File: config.mk
export PLATFORM = sky130hd
export DESIGN_NAME = spi_slave_regbank_flat
export DESIGN_NICKNAME = d
export VERILOG_FILES = /design/src/rtl/spi_slave_regbank_if.sv /design/src/rtl/spi_slave_regbank.sv /design/src/flat_wrapper.sv
export SDC_FILE = /design/constraint.sdc
export NUM_CORES = 1
export LEC_CHECK = 0
export ABC_AREA = 1
export BUFFER_PORTS_ARGS = -buffer_cell sky130_fd_sc_hd__buf_2
export CORE_ASPECT_RATIO = 0.7
export CORE_MARGIN = 8
export CORE_UTILIZATION = 38
export DETAILED_ROUTE_END_ITERATION = 8
export PLACE_DENSITY = 0.56
export SYNTH_ARGS = -nofsm -noshare
export SYNTH_HDL_FRONTEND = slang
export SYNTH_SLANG_ARGS = --single-unit
File: constraint.sdc
create_clock -name fclk -period 1.8 [get_ports fclk]
set_input_delay 0.27 -clock fclk [delete_from_list [all_inputs] [get_ports fclk]]
set_output_delay 0.27 -clock fclk [all_outputs]
set_load 0.01 [all_outputs]
File: src/rtl/spi_slave_regbank_if.sv
// SPI pins plus register-bank write/read bus of spi_slave_regbank, grouped per direction.
interface spi_slave_regbank_if #(
  parameter int DW = 8,
  parameter int AW = 7
);
  logic          spics_n;
  logic          spick;
  logic          spido;
  logic          spidi;
  logic [DW-1:0] status_in;
  logic [AW-1:0] wr_addr;
  logic [DW-1:0] wr_data;
  logic          wr_stb;
  logic [AW-1:0] rd_addr;
  logic [DW-1:0] rd_data;
  logic          xfer_end;
  logic          xfer_err;

  modport slave (
    input  spics_n, spick, spido, status_in, rd_data,
    output spidi, wr_addr, wr_data, wr_stb, rd_addr, xfer_end, xfer_err
  );

  modport master (
    output spics_n, spick, spido, status_in, rd_data,
    input  spidi, wr_addr, wr_data, wr_stb, rd_addr, xfer_end, xfer_err
  );
endinterface

File: src/rtl/spi_slave_regbank.sv
// SPI slave register bank: address word while CS high, write/read data words while CS low; watchdog via SPI_SLAVE_REGBANK_WDOG_EN.
// Pins act SYNC_STAGES+1 fclk after they change, wr_stb the cycle after a word's last bit; no backpressure, the SPI master paces all traffic.
module spi_slave_regbank #(
  parameter int DW          = 8,
  parameter int AW          = 7,
  parameter bit LSB_FIRST   = 1'b1,
  parameter int SYNC_STAGES = 2,
  parameter int WDOG_CYC    = 4096
) (
  input  logic               fclk,
  input  logic               rst_n,
  spi_slave_regbank_if.slave bus
);
  localparam int BCW = $clog2(DW);
  localparam logic [BCW-1:0] LAST_BIT = BCW'(DW - 1);

  // Elaboration-time range guard: an out-of-range setting leaves this named block in the hierarchy.
  if (DW < 4 || SYNC_STAGES < 2 || WDOG_CYC < 2 || WDOG_CYC > 65536) begin : g_param_out_of_range
  end

  logic [SYNC_STAGES:0] cs_sync, ck_sync, do_sync;
  logic                 scs, scs_fall, scs_rise, sck_rise, sdo;

  logic [AW:0]     areg, areg_nxt;
  logic [DW-1:0]   shift_in, sin_nxt;
  logic [DW-1:0]   shift_out, sout_nxt;
  logic [BCW-1:0]  bitcnt;
  logic [AW-1:0]   cur_addr, rd_addr_q, wr_addr_q;
  logic [DW-1:0]   wr_data_q;
  logic            ainc, load_pend, wr_stb_q, xfer_end_q, wdog_fire;

  always_ff @(posedge fclk or negedge rst_n) begin
    if (!rst_n) begin
      cs_sync <= '1;
      ck_sync <= '0;
      do_sync <= '0;
    end else begin
      cs_sync <= {cs_sync[SYNC_STAGES-1:0], bus.spics_n};
      ck_sync <= {ck_sync[SYNC_STAGES-1:0], bus.spick};
      do_sync <= {do_sync[SYNC_STAGES-1:0], bus.spido};
    end
  end

  assign scs      = cs_sync[SYNC_STAGES-1];
  assign scs_fall = cs_sync[SYNC_STAGES] & ~scs;
  assign scs_rise = ~cs_sync[SYNC_STAGES] & scs;
  assign sck_rise = ~ck_sync[SYNC_STAGES] & ck_sync[SYNC_STAGES-1];
  // Data taken from the edge-flop stage: the value held just before SCK rose.
  assign sdo      = do_sync[SYNC_STAGES];

  if (LSB_FIRST) begin : g_lsb
    assign areg_nxt  = {sdo, areg[AW:1]};
    assign sin_nxt   = {sdo, shift_in[DW-1:1]};
    assign sout_nxt  = {1'b0, shift_out[DW-1:1]};
    assign bus.spidi = shift_out[0];
  end else begin : g_msb
    assign areg_nxt  = {areg[AW-1:0], sdo};
    assign sin_nxt   = {shift_in[DW-2:0], sdo};
    assign sout_nxt  = {shift_out[DW-2:0], 1'b0};
    assign bus.spidi = shift_out[DW-1];
  end

  always_ff @(posedge fclk or negedge rst_n) begin
    if (!rst_n) begin
      areg       <= '0;
      shift_in   <= '0;
      shift_out  <= '0;
      bitcnt     <= '0;
      cur_addr   <= '0;
      ainc       <= 1'b0;
      rd_addr_q  <= '0;
      wr_addr_q  <= '0;
      wr_data_q  <= '0;
      load_pend  <= 1'b0;
      wr_stb_q   <= 1'b0;
      xfer_end_q <= 1'b0;
    end else begin
      wr_stb_q   <= 1'b0;
      xfer_end_q <= 1'b0;
      if (load_pend) begin
        shift_out <= bus.rd_data;
        load_pend <= 1'b0;
      end
      // CS edges take precedence; an SCK edge landing in the same cycle is dropped.
      if (scs_fall) begin
        cur_addr  <= areg[AW-1:0];
        ainc      <= areg[AW];
        rd_addr_q <= areg[AW-1:0];
        bitcnt    <= '0;
        load_pend <= 1'b1;
      end else if (scs_rise) begin
        xfer_end_q <= 1'b1;
        shift_out  <= bus.status_in;
        bitcnt     <= '0;
        areg       <= '0;
        load_pend  <= 1'b0;
      end else if (sck_rise) begin
        shift_out <= sout_nxt;
        if (scs) begin
          areg <= areg_nxt;
        end else begin
          shift_in <= sin_nxt;
          if (bitcnt == LAST_BIT) begin
            bitcnt    <= '0;
            wr_stb_q  <= 1'b1;
            wr_data_q <= sin_nxt;
            wr_addr_q <= cur_addr;
            load_pend <= 1'b1;
            if (ainc) begin
              cur_addr  <= cur_addr + AW'(1);
              rd_addr_q <= cur_addr + AW'(1);
            end
          end else begin
            bitcnt <= bitcnt + BCW'(1);
          end
        end
      end else if (wdog_fire) begin
        bitcnt    <= '0;
        load_pend <= 1'b1;
      end
    end
  end

`ifdef SPI_SLAVE_REGBANK_WDOG_EN
  logic [15:0] wdog_cnt;
  logic        wdog_run, xfer_err_q;

  // Runs only mid-word with no SCK activity; any edge restarts the count.
  assign wdog_run  = ~scs & (bitcnt != '0) & ~sck_rise & ~scs_fall;
  assign wdog_fire = wdog_run & (wdog_cnt == 16'(WDOG_CYC - 1));

  always_ff @(posedge fclk or negedge rst_n) begin
    if (!rst_n) begin
      wdog_cnt   <= '0;
      xfer_err_q <= 1'b0;
    end else begin
      xfer_err_q <= wdog_fire;
      if (!wdog_run || wdog_fire) wdog_cnt <= '0;
      else                        wdog_cnt <= wdog_cnt + 16'd1;
    end
  end

  assign bus.xfer_err = xfer_err_q;
`else
  assign wdog_fire    = 1'b0;
  assign bus.xfer_err = 1'b0;
`endif

  assign bus.wr_addr  = wr_addr_q;
  assign bus.wr_data  = wr_data_q;
  assign bus.wr_stb   = wr_stb_q;
  assign bus.rd_addr  = rd_addr_q;
  assign bus.xfer_end = xfer_end_q;
endmodule

File: src/flat_wrapper.sv
// flat-port wrapper written by rule: the top's interface ports become plain ports
module spi_slave_regbank_flat 
#(
  parameter int DW          = 8,
  parameter int AW          = 7,
  parameter bit LSB_FIRST   = 1'b1,
  parameter int SYNC_STAGES = 2,
  parameter int WDOG_CYC    = 4096
)
  (fclk, rst_n, bus_spics_n, bus_spick, bus_spido, bus_status_in, bus_rd_data, bus_spidi, bus_wr_addr, bus_wr_data, bus_wr_stb, bus_rd_addr, bus_xfer_end, bus_xfer_err);
  spi_slave_regbank_if #(.DW(DW), .AW(AW)) bus_i ();
  input  logic fclk;
  input  logic rst_n;
  input wire logic [$bits(bus_i.spics_n)-1:0] bus_spics_n;
  input wire logic [$bits(bus_i.spick)-1:0] bus_spick;
  input wire logic [$bits(bus_i.spido)-1:0] bus_spido;
  input wire logic [$bits(bus_i.status_in)-1:0] bus_status_in;
  input wire logic [$bits(bus_i.rd_data)-1:0] bus_rd_data;
  output wire logic [$bits(bus_i.spidi)-1:0] bus_spidi;
  output wire logic [$bits(bus_i.wr_addr)-1:0] bus_wr_addr;
  output wire logic [$bits(bus_i.wr_data)-1:0] bus_wr_data;
  output wire logic [$bits(bus_i.wr_stb)-1:0] bus_wr_stb;
  output wire logic [$bits(bus_i.rd_addr)-1:0] bus_rd_addr;
  output wire logic [$bits(bus_i.xfer_end)-1:0] bus_xfer_end;
  output wire logic [$bits(bus_i.xfer_err)-1:0] bus_xfer_err;
  assign bus_i.spics_n = bus_spics_n;
  assign bus_i.spick = bus_spick;
  assign bus_i.spido = bus_spido;
  assign bus_i.status_in = bus_status_in;
  assign bus_i.rd_data = bus_rd_data;
  assign bus_spidi = bus_i.spidi;
  assign bus_wr_addr = bus_i.wr_addr;
  assign bus_wr_data = bus_i.wr_data;
  assign bus_wr_stb = bus_i.wr_stb;
  assign bus_rd_addr = bus_i.rd_addr;
  assign bus_xfer_end = bus_i.xfer_end;
  assign bus_xfer_err = bus_i.xfer_err;
  spi_slave_regbank #(.DW(DW), .AW(AW), .LSB_FIRST(LSB_FIRST), .SYNC_STAGES(SYNC_STAGES), .WDOG_CYC(WDOG_CYC)) u_core (.fclk(fclk), .rst_n(rst_n), .bus(bus_i));
endmodule
==> metrics.sh, run 1 <==
RUN_STATUS='complete, no violations'
CRIT_ARRIVAL_NS=1.83
SEQ_TOTAL_AREA_YOSYS=0.558
CLOCK-SKEW-FINAL_NS=0.00472
CLK_PIN_SLEW_NS=0.07
STDCELL_AREA_MM2=0.00324
SLEW_VIOLATIONS=0
MIN_PERIOD_OVER_PERIOD=0.898
WORSTPATHMAXFANOUT=33
DRT_FIRST_PASS_ITERS=4
HOLDPATHSTAGES=1
CTS_RESIZED=0
GRT_REMAINING_OVERFLOW=0
LAYOUT_COMMONEST_CELL='sky130_fd_sc_hd__nand2_1'
CRITPATHKIND='register to register'
DETAIL_ROUTE.ITER0.VIOLATIONS=90
CP-START-KIND='register'
TIMING.CRITICAL_PATH.BUF_INV=2
LAYOUT-DRIVE-GT1-SHARE=0.231
DRT-TOTAL-WL_UM=5640
R2R.WORST_PATH.CELLS=5
VIA_COUNT_OF_THE_FIRST_GLOBAL_ROUTING_PASS=2079
TIMING.CRITICAL_PATH.MAX_DELAY_FAMILY='flip-flops'
PRE_CTS_WS_NS=0.177
UNREPAIRED_SETUP_ENDPOINTS_AFTER_GLOBAL_ROUTING='false'
LAYOUT.CELLS.MOST_COMMON_LIST='sky130_fd_sc_hd__nand2_1, sky130_fd_sc_hd__dfrtp_1, sky130_fd_sc_hd__o21ai_0, sky130_fd_sc_hd__buf_2, sky130_fd_sc_hd__inv_1'
GRT_FIRST_PASS_WIRELENGTH_UM=9780
GRT_UTIL_ALL_LAYERS=0.119
POST-DP-HPWL_UM=3970
DIE_H_UM=87.1
FLOORPLAN.IO_PINS=47
POSTCTSHOLDBUFS=1
DPL.CELL_COUNT=442
WORSTHOLDPATHTYPE='primary input to register'
PERIOD_MINUS_WS_FINAL_NS=1.62
GATE_COUNT_POST_SYNTH=308
DRCVIOLATIONCOUNT=0
FLOORPLAN.INITIALDENSITY=0.383
ROWS=26
DETAIL_ROUTE.VIAS_PER_CELL=4.60
SYNTH-EDFF-COUNT=0
SYNTH_CELL_AREA_MM2=0.00274
SETUP_WS_NS=0.183
P_PER_AREA_mW_PER_MM2=984
GP_CONGESTION=0.733
NUM-NETS-FINAL=381
FMAXACHIEVABLE_MHz=619
ANT_NETS=0
YOSYSUNIQUECELLTYPES=28
FLOW.AREA_GROWTH_FROM_SYNTHESIS_PCT=18.1
DR_TOTAL_VIAS=2109
TIMING.FINAL.SETUP_VIOLATIONS=0
CRITICAL_PATH.ENDPOINT_TYPE='register'
CAP_VIOL_MAX_COUNT=0
WORST_VOLTAGE_DROP_ACROSS_THE_VDD_GRID_mV=0.394
DIE_AREA_MM2=0.0102
SYN_AREA_PER_CELL_UM2=8.91
GRT_MAX_DEGREE=62
ANTENNA_FOUND_INITIAL=0
REPORT.FINAL.HOLD_VIOL_COUNT=0
WORST_PATH_SLOWEST_CELL='sky130_fd_sc_hd__dfstp_2'
CRIT_CHAIN='inv_4 -> nand2_4 -> nand2_1 -> inv_1 -> o21ai_0'
CRITICAL-PATH-MAX-STAGE-DELAY_NS=0.70
FINAL-INSTANCE-COUNT-EXCL-FILL=458
PORT-BUFFER-COUNT=45
NUMBER_OF_H_TREE_LEVELS=3
ASYNC_FLOP_SHARE=1.00
YS.FLOP_TYPE='sky130_fd_sc_hd__dfrtp_1'
FIN_SETUP_TNS_NS=0
CTS_SETUP_BUFFERS=0
DIODES=0
WL_PER_CELL_UM=12.3
WORSTSETUPPATHDEPTH=5
PLACEABLECOREAREA_MM2=0.00716
SYNTHESIS.NETS=333
TRITONCTS.NUM_BUFFERS=9
YOSYS_WARNINGS=0
CLOCK_SINKS=61
LEAKAGEPOWER_nW=1.68
CLOCKBUFFERDEPTH=2
YOSYS_REGISTER_BITS=61
WORST_SKEW_PAIR.LATE_LATENCY_NS=0.34
TRITONCTS='done'
REQUIRED_NS=2.01
DIE_WIDTH_UM=118
CELL_CHOSEN_FOR_THE_CLOCK_ROOT='sky130_fd_sc_hd__clkbuf_8'
PLACED_AREA_MM2=0.00305
[stage by stage]
| stage | utilization | power, W | hold WS (ns) |
|---|---|---|---|
| finish | 0.453 | 0.00319 | 0.0314 |
| global route | 0.453 | 0.00339 | 0.00901 |
| CTS | 0.453 | 0.00325 | 0.0103 |
| detailed placement | 0.426 | 0.00209 | 0.308 |
| global placement | 0.426 | 0.00208 | 0.306 |
| floorplan | - | 0.00192 | -0.0256 |
[flip-flops by register name (all words and copies together) (netlist names), 7 cells and up]
register / cells
u_core.cur_addr: 7
u_core.bus.wr_addr: 7
u_core.shift_out: 8
u_core.bus.wr_data: 8
u_core.shift_in: 7
u_core.areg: 8
[cell usage after synthesis, types with 2 or more instances]
library cell               count  area (µm²)
sky130_fd_sc_hd__nand2_1      84         315
sky130_fd_sc_hd__dfrtp_1      58        1450
sky130_fd_sc_hd__o21ai_0      46         230
sky130_fd_sc_hd__inv_1        36         135
sky130_fd_sc_hd__nand3_1      24         120
sky130_fd_sc_hd__nor2_1        7        26.3
sky130_fd_sc_hd__o21ai_1       6        30.0
sky130_fd_sc_hd__buf_2         5        25.0
sky130_fd_sc_hd__o21ai_2       5        43.8
sky130_fd_sc_hd__buf_6         4        45.0
sky130_fd_sc_hd__ha_1          4        50.1
sky130_fd_sc_hd__a21oi_1       3        15.0
sky130_fd_sc_hd__dfstp_2       3        78.8
sky130_fd_sc_hd__nand2_4       3        33.8
sky130_fd_sc_hd__inv_2         2        7.51
sky130_fd_sc_hd__nand2_2       2        12.5
sky130_fd_sc_hd__nand3_2       2        20.0
sky130_fd_sc_hd__nor2_4        2        22.5
sky130_fd_sc_hd__o21bai_1      2        15.0
sky130_fd_sc_hd__o31ai_1       2        15.0
[power breakdown]
| group | total (W) | leakage, nW | switching (W) | internal, W |
|---|---|---|---|---|
| Combinational | 0.000452 | 0.798 | 0.000277 | 0.000175 |
| Sequential | 0.00160 | 0.793 | 0.000101 | 0.00150 |
| Clock | 0.00113 | 0.0919 | 0.000508 | 0.000624 |
| Total | 0.00319 | 1.68 | 0.000886 | 0.00230 |
[routing by layer]
layer,vias to the layer above,GRT usage,share of wire
met5,-,0,0
met4,0,0.0382,0.012
met3,9,0.0518,0.050
met2,38,0.183,0.44
met1,988,0.148,0.50
li1,1074,-,-
[worst paths after layout]
| check | start | endpoint | slack (ns) |
|---|---|---|---|
| max | u_core.cs_sync[1] | u_core.shift_out[7] | 0.18 |
| min | bus_spics_n | u_core.cs_sync[0] | 0.03 |
| max reg2reg | u_core.cs_sync[1] | u_core.shift_out[7] | 0.18 |
| min reg2reg | u_core.do_sync[1] | u_core.do_sync[2] | 0.35 |
| max in group asynchronous | rst_n | u_core.cs_sync[2] | 1.01 |
| min in group asynchronous | rst_n | u_core.bus.wr_addr[6] | 0.45 |
[cells by family (layout without fill, tap and decap cells)]
logic type,Yosys count,after routing,synth area share
adders and majority gates,4,4,0.0182
xor gates and xnor gates,1,1,0.00319
AOI/OAI and AO/OA,64,64,0.127
muxes,1,1,0.00365
buffers and inverters,51,103,0.0857
DFF,61,61,0.558
other,1,1,0.00137
and+or+nand+nor,125,125,0.203
[final cells by class]
| cell class | instances | area, µm² |
|---|---|---|
| tap | 98 | 123 |
| clock inverter | 5 | 52.6 |
| inverter | 40 | 154 |
| timing repair buffer | 48 | 275 |
| multi-input combinational | 196 | 978 |
| fill | 755 | 3920 |
| sequential | 61 | 1530 |
| clock buffer | 10 | 128 |
Note: power is estimated with default switching activity, not from simulation.
==> run 2, diff against run 1 <==
--- a/config.mk
+++ b/config.mk
@@ -7,11 +7,14 @@
 export LEC_CHECK = 0
 export ABC_AREA = 1
 export BUFFER_PORTS_ARGS = -buffer_cell sky130_fd_sc_hd__buf_2
+export CELL_PAD_IN_SITES_DETAIL_PLACEMENT = 1
+export CELL_PAD_IN_SITES_GLOBAL_PLACEMENT = 1
 export CORE_ASPECT_RATIO = 0.7
 export CORE_MARGIN = 8
 export CORE_UTILIZATION = 38
 export DETAILED_ROUTE_END_ITERATION = 8
-export PLACE_DENSITY = 0.56
+export PLACE_DENSITY = 0.71
+export RECOVER_POWER = 100
 export SYNTH_ARGS = -nofsm -noshare
 export SYNTH_HDL_FRONTEND = slang
 export SYNTH_SLANG_ARGS = --single-unit
==> metrics.sh, run 2 (synthesis results as in run 1) <==
RUN_STATUS='complete, no violations'  # unchanged
CRITPATHKIND='register to register'  # unchanged
R2R.WORST_PATH.CELLS=4  # was 5
REPORT.FINAL.HOLD_VIOL_COUNT=0  # unchanged
RRSETUPSLACK_NS=0.17  # was 0.18 ns
CRIT_ARRIVAL_NS=1.81  # was 1.83 ns
DIE_H_UM=87.1  # unchanged
GP_CONGESTION=0.759  # was 0.733
ANTENNA_FOUND_INITIAL=0  # unchanged
P_PER_AREA_mW_PER_MM2=1030  # was 984 mW/mm²
DIE_AREA_MM2=0.0102  # unchanged
WORST-SLEW-PIN-TRANSITION_NS=0.993
LAYOUT-DRIVE-GT1-SHARE=0.137  # was 0.231
PLACEABLECOREAREA_MM2=0.00716  # unchanged
LAYOUT.CELLS.MOST_COMMON_LIST='sky130_fd_sc_hd__nand2_1, sky130_fd_sc_hd__dfrtp_1, sky130_fd_sc_hd__o21ai_0, sky130_fd_sc_hd__inv_1, sky130_fd_sc_hd__clkbuf_1'  # was sky130_fd_sc_hd__nand2_1, sky130_fd_sc_hd__dfrtp_1, sky130_fd_sc_hd__o21ai_0, sky130_fd_sc_hd__buf_2, sky130_fd_sc_hd__inv_1
REQUIRED_NS=1.98  # was 2.01 ns
TRITONCTS.NUM_BUFFERS=9  # unchanged
PORT-BUFFER-COUNT=45  # unchanged
WORSTPATHMAXFANOUT=25  # was 33
STDCELL_AREA_MM2=0.00318  # was 0.00324 mm²
SLEW_VIOLATIONS=0  # unchanged
RELSLEWSLACK=0.338
CTS_SETUP_BUFFERS=0  # unchanged
NUM-NETS-FINAL=385  # was 381
WL_PER_CELL_UM=13.7  # was 12.3 µm
GRT_REMAINING_OVERFLOW=0  # unchanged
SINK_OF_THE_WORST_HOLD_PATH='u_core.cs_sync[0]'  # unchanged
DRT-TOTAL-WL_UM=6360  # was 5640 µm
NUMBER_OF_H_TREE_LEVELS=3  # unchanged
MIN_PERIOD_OVER_PERIOD=0.904  # was 0.898
FIN_SETUP_TNS_NS=0  # unchanged
CLOCK-SKEW-FINAL_NS=0.0109  # was 0.00472 ns
RR_ENDPOINT='u_core.load_pend'  # was u_core.shift_out[7]
LEAKAGEPOWER_nW=1.57  # was 1.68 nW
PERIOD_MINUS_WS_FINAL_NS=1.63  # was 1.62 ns
DR_TOTAL_VIAS=2179  # was 2109
GRT_UTIL_ALL_LAYERS=0.132  # was 0.119
UNREPAIRED_SETUP_ENDPOINTS_AFTER_GLOBAL_ROUTING='false'  # unchanged
CELL_CHOSEN_FOR_THE_CLOCK_ROOT='sky130_fd_sc_hd__clkbuf_8'  # unchanged
GRT_MAX_DEGREE=40  # was 62
CRITICAL_PATH.ENDPOINT_TYPE='register'  # unchanged
CAP_VIOL_MAX_COUNT=0  # unchanged
HOLDPATHSTAGES=1  # unchanged
TIMING.FINAL.SETUP_VIOLATIONS=0  # unchanged
CLOCK_SINKS=61  # unchanged
WORST_SKEW_PAIR.LATE_LATENCY_NS=0.33  # was 0.34 ns
POST-DP-HPWL_UM=4630  # was 3970 µm
DRCVIOLATIONCOUNT=0  # unchanged
CLOCKBUFFERDEPTH=2  # unchanged
WORSTHOLDPATHTYPE='primary input to register'  # unchanged
CLK_PIN_SLEW_NS=0.06  # was 0.07 ns
DIODES=0  # unchanged
DETAIL_ROUTE.VIAS_PER_CELL=4.71  # was 4.60
PLACED_AREA_MM2=0.00306  # was 0.00305 mm²
GRT_FIRST_PASS_WIRELENGTH_UM=11000  # was 9780 µm
FLOW.AREA_GROWTH_FROM_SYNTHESIS_PCT=16.0  # was 18.1%
WORST_VOLTAGE_DROP_ACROSS_THE_VDD_GRID_mV=0.415  # was 0.394 mV
DRT_FIRST_PASS_ITERS=4  # unchanged
LAYOUT_COMMONEST_CELL='sky130_fd_sc_hd__nand2_1'  # unchanged
VIA_COUNT_OF_THE_FIRST_GLOBAL_ROUTING_PASS=2314  # was 2079
ANT_NETS=0  # unchanged
TRITONCTS='done'  # unchanged
FLOORPLAN.IO_PINS=47  # unchanged
DIE_WIDTH_UM=118  # unchanged
FMAXACHIEVABLE_MHz=615  # was 619 MHz
CP-START-KIND='register'  # unchanged
DETAIL_ROUTE.ITER0.VIOLATIONS=75  # was 90
ROWS=26  # unchanged
HOLD_PATH.STARTPOINT='bus_spics_n'  # unchanged
FLOORPLAN.INITIALDENSITY=0.383  # unchanged
TIMING.RR.START='u_core.cs_sync[1]'  # unchanged
## run 2: cell types whose count changed in the layout (fill, tap and decap cells not counted), sizes merged
cell      before  now
clkinvlp       1    0
clkbuf        10   46
clkinv         4    2
buf           47   19
## run 2: critical path, cell delays in order (launching register included)
cell,delay (ns)
sky130_fd_sc_hd__dfstp_2,0.66
sky130_fd_sc_hd__inv_4,0.09
sky130_fd_sc_hd__nand2_4,0.23
sky130_fd_sc_hd__clkbuf_1,0.34
sky130_fd_sc_hd__o21ai_0,0.15
## run 2: per-layer routing
metal | track usage | part of all wire | vias up
met4 | 0.0451 | 0.012 | 0
met2 | 0.208 | 0.44 | 33
met5 | 0 | 0 | -
met3 | 0.0363 | 0.035 | 10
met1 | 0.171 | 0.51 | 1056
li1 | - | - | 1080
## run 2: worst max path at each step
| stage | startpoint | endpoint | slack, ns | cells past startpoint |
|---|---|---|---|---|
| floorplan | u_core.bitcnt[0] | u_core.cur_addr[3] | 0.50 | 8 |
| global placement | u_core.cs_sync[1] | u_core.shift_out[2] | 0.30 | 5 |
| detailed placement | u_core.cs_sync[1] | u_core.shift_out[2] | 0.19 | 5 |
| CTS | u_core.cs_sync[1] | u_core.shift_out[7] | 0.18 | 5 |
| global route | u_core.cs_sync[1] | u_core.shift_out[4] | 0.04 | 5 |
| finish | u_core.cs_sync[1] | u_core.load_pend | 0.17 | 4 |
## run 2: repair_timing
item / in CTS / in global routing
hold buffers: 1 / 0
endpoints found under the hold margin: 22 / 0
gates resized for setup: 0 / 0
endpoints found under the setup margin: 0 / 0
## run 2: through the flow
step / instances / hold WS [ns] / setup slack (ns) / total power (W) / utilization
after global placement: 446 / 0.294 / 0.297 / 0.00209 / 0.427
after detailed placement: 446 / 0.295 / 0.194 / 0.00212 / 0.427
final: 463 / 0.0386 / 0.173 / 0.00329 / 0.445
after CTS: 463 / 0.0176 / 0.182 / 0.00337 / 0.456
after floorplan: 308 / -0.0256 / 0.497 / 0.00192 / -
after global routing: 463 / 0.0227 / 0.0370 / 0.00348 / 0.445
## run 2: layout make-up
cell class / count / area, µm²
Fill cell: 885 / 3970
Sequential cell: 61 / 1530
Multi-Input combinational cell: 196 / 950
Timing Repair Buffer: 52 / 229
Clock buffer: 14 / 163
Inverter: 40 / 154
Tap cell: 98 / 123
Clock inverter: 2 / 35.0
## run 2: power breakdown
group	switching (W)	internal, W
clock	0.000512	0.000716
sequential	0.000110	0.00150
combinational	0.000290	0.000161
==> run 3, diff against run 2 <==
--- a/config.mk
+++ b/config.mk
@@ -11,9 +11,9 @@
 export CELL_PAD_IN_SITES_GLOBAL_PLACEMENT = 1
 export CORE_ASPECT_RATIO = 0.7
 export CORE_MARGIN = 8
-export CORE_UTILIZATION = 38
+export CORE_UTILIZATION = 42
 export DETAILED_ROUTE_END_ITERATION = 8
-export PLACE_DENSITY = 0.71
+export PLACE_DENSITY = 0.77
 export RECOVER_POWER = 100
 export SYNTH_ARGS = -nofsm -noshare
 export SYNTH_HDL_FRONTEND = slang
==> metrics.sh, run 3 (synthesis results as in run 1) <==
CP-START-KIND='register'  # unchanged
CELL_CHOSEN_FOR_THE_CLOCK_ROOT='sky130_fd_sc_hd__clkbuf_8'  # unchanged
SLEW_VIOLATIONS=0  # unchanged
ANT_NETS=0  # unchanged
DIE_WIDTH_UM=113  # was 118 µm
DIE_H_UM=83.6  # was 87.1 µm
TOP_USAGE_LAYER='met2'  # unchanged
CLOCK_SINKS=61  # unchanged
FLOORPLAN.INITIALDENSITY=0.437  # was 0.383
COMBPWRFRAC=0.137  # about the same
NET-SWITCHING-POWER_W=0.000969  # was 0.000912 W
WORSTHOLDPATHTYPE='primary input to register'  # unchanged
CELLINTERNALPOWER_W=0.00231  # was 0.00238 W
CRITPATHKIND='register to register'  # unchanged
NUM-NETS-FINAL=384  # was 385
DETAIL_ROUTE.VIAS_PER_CELL=4.92  # was 4.71
LAYOUT_COMMONEST_CELL='sky130_fd_sc_hd__nand2_1'  # unchanged
TRITONCTS.NUM_BUFFERS=9  # unchanged
PLACEABLECOREAREA_MM2=0.00628  # was 0.00716 mm²
DETAIL_ROUTE.ITER0.VIOLATIONS=74  # was 75
RUN_STATUS='complete, no violations'  # unchanged
NUMBER_OF_H_TREE_LEVELS=3  # unchanged
WORST_VOLTAGE_DROP_ACROSS_THE_VDD_GRID_mV=0.594  # was 0.415 mV
ANTENNA_FOUND_INITIAL=0  # unchanged
CLOCK-SKEW-FINAL_NS=0.00484  # was 0.0109 ns
GLOBALROUTEMET1UTIL=0.192  # was 0.171
TIMING.FINAL.SETUP_VIOLATIONS=0  # unchanged
DR_TOTAL_VIAS=2173  # was 2179
WORSTPATHMAXFANOUT=10  # was 25
MIN_PERIOD_OVER_PERIOD=0.872  # was 0.904
RRSETUPSLACK_NS=0.23  # was 0.17 ns
WORST-SLEW-PIN-TRANSITION_NS=0.865  # was 0.993 ns
TRITONCTS='done'  # unchanged
GRT_MAX_DEGREE=46  # was 40
WORST_SKEW_PAIR.LATE_LATENCY_NS=0.34  # was 0.33 ns
DRCVIOLATIONCOUNT=0  # unchanged
CRITICAL_PATH.ENDPOINT_TYPE='register'  # unchanged
GRT_USE_MET2=0.233  # was 0.208
SHARE_SEQ_OF_TOTAL_POWER=0.492  # was 0.490
CAP_VIOL_MAX_COUNT=0  # unchanged
LAYOUT.FILLER_CELLS=753  # was 885
POST-DP-HPWL_UM=4650  # was 4630 µm
GRT_UTIL_ALL_LAYERS=0.150  # was 0.132
ROWS=24  # was 26
UNREPAIRED_SETUP_ENDPOINTS_AFTER_GLOBAL_ROUTING='false'  # unchanged
LAYOUT.CORE_UTILIZATION=0.504  # was 0.445
LAYOUT.CELLS.MOST_COMMON_LIST='sky130_fd_sc_hd__nand2_1, sky130_fd_sc_hd__dfrtp_1, sky130_fd_sc_hd__o21ai_0, sky130_fd_sc_hd__inv_1, sky130_fd_sc_hd__clkbuf_1'  # unchanged
CRIT_ARRIVAL_NS=1.78  # was 1.81 ns
GRT_FIRST_PASS_WIRELENGTH_UM=11500  # was 11000 µm
DRT-TOTAL-WL_UM=6440  # was 6360 µm
GRT_REMAINING_OVERFLOW=0  # unchanged
FINAL.HOLD.WORST_SLACK_NS=0.0337  # was 0.0386 ns
DIODES=0  # unchanged
CLOCKBUFFERDEPTH=2  # unchanged
DPL.CELL_COUNT=424  # was 446
GR-USAGE-MET3=0.0542  # was 0.0363
LEAKAGEPOWER_nW=1.57  # about the same
CLK_PIN_SLEW_NS=0.07  # was 0.06 ns
DRT_FIRST_PASS_ITERS=4  # unchanged
FINAL-INSTANCE-COUNT-EXCL-FILL=442  # was 463
WL_PER_CELL_UM=14.6  # was 13.7 µm
POWER.SHARE.CLOCK=0.370  # was 0.373
FIN_SETUP_TNS_NS=0  # unchanged
RELSLEWSLACK=0.423  # was 0.338
FLOW.AREA_GROWTH_FROM_SYNTHESIS_PCT=15.2  # was 16.0%
GP_CONGESTION=0.796  # was 0.759
P_PER_AREA_mW_PER_MM2=1040  # was 1030 mW/mm²
FLOORPLAN.IO_PINS=47  # unchanged
LAYOUT-DRIVE-GT1-SHARE=0.143  # was 0.137
PORT-BUFFER-COUNT=45  # unchanged
VIA_COUNT_OF_THE_FIRST_GLOBAL_ROUTING_PASS=2376  # was 2314
REPORT.FINAL.HOLD_VIOL_COUNT=0  # unchanged
REQUIRED_NS=2.01  # was 1.98 ns
DIE_AREA_MM2=0.00942  # was 0.0102 mm²
PERIOD_MINUS_WS_FINAL_NS=1.57  # was 1.63 ns
SWSHARE=0.296  # was 0.277
FMAXACHIEVABLE_MHz=637  # was 615 MHz
## run 3: cell types whose count changed in the layout (fill, tap and decap cells not counted)
cell / delta
sky130_fd_sc_hd__buf_4: +1
sky130_fd_sc_hd__buf_6: +1
sky130_fd_sc_hd__clkbuf_1: -6
sky130_fd_sc_hd__clkbuf_2: -1
sky130_fd_sc_hd__clkbuf_8: -2
sky130_fd_sc_hd__clkinv_4: +3
sky130_fd_sc_hd__clkinvlp_4: +2
sky130_fd_sc_hd__dlygate4sd3_1: +1
sky130_fd_sc_hd__nand2_1: +1
sky130_fd_sc_hd__nand2_4: -1
sky130_fd_sc_hd__o21ai_1: +1
sky130_fd_sc_hd__o21ai_2: -1
## run 3: final cells by class
cell class              count  area [µm²]  share of cell area
multi-input cells         196         938               0.297
clock inverters             7        76.3              0.0241
well taps                  78        97.6              0.0309
repair buffers             51         241              0.0764
clock buffers               9         124              0.0392
flip-flops and latches     61        1530               0.484
inverters                  40         154              0.0487
## run 3: power by group through the flow
stage	Combinational (W)	Clock [W]	Sequential, W
after global routing	0.000537	0.00132	0.00163
final	0.000450	0.00121	0.00161
after floorplan	0.000304	0	0.00162
after detailed placement	0.000477	0	0.00164
after global placement	0.000458	0	0.00163
after CTS	0.000485	0.00125	0.00161
## run 3: path summary, 6_finish.rpt
kind                                    from  cells past startpoint                   to
setup reg to reg           u_core.cs_sync[1]                      7  u_core.shift_out[6]
setup / recovery           u_core.cs_sync[1]                      7  u_core.shift_out[6]
max in group asynchronous              rst_n                      3    u_core.cs_sync[2]
hold / removal                     bus_spido                      1    u_core.do_sync[0]
hold reg to reg            u_core.ck_sync[0]                      0    u_core.ck_sync[1]
min in group asynchronous              rst_n                      2   u_core.shift_in[7]
## run 3: timing repair
item	4_1_cts	5_1_grt
hold endpoints to repair	15	1
setup buffers	0	0
resized for setup	0	0
hold buffers	1	1
## run 3: metrics by stage
| step | total power [W] | instance area [µm²] | worst slack [ns] |
|---|---|---|---|
| global placement | 0.00209 | 3030 | 0.286 |
| floorplan | 0.00192 | 2740 | 0.497 |
| finish | 0.00328 | 3160 | 0.231 |
| detailed placement | 0.00211 | 3030 | 0.169 |
| CTS | 0.00335 | 3240 | 0.141 |
| global route | 0.00349 | 3160 | 0.0652 |
## run 3: per-layer routing
metal	wire length, µm	vias to the layer above
met5	0	-
met4	60	0
met3	270	6
met2	2990	28
met1	3120	1054
li1	-	1085
## run 3: critical path, cell delays in order, from the launching register on
cell	delay, ns
sky130_fd_sc_hd__dfstp_2	0.65
sky130_fd_sc_hd__nand2_1	0.16
sky130_fd_sc_hd__nand2_2	0.21
sky130_fd_sc_hd__clkinv_2	0.16
sky130_fd_sc_hd__nand2_1	0.10
sky130_fd_sc_hd__nand2_1	0.05
sky130_fd_sc_hd__nand2_1	0.05
sky130_fd_sc_hd__o21ai_0	0.07
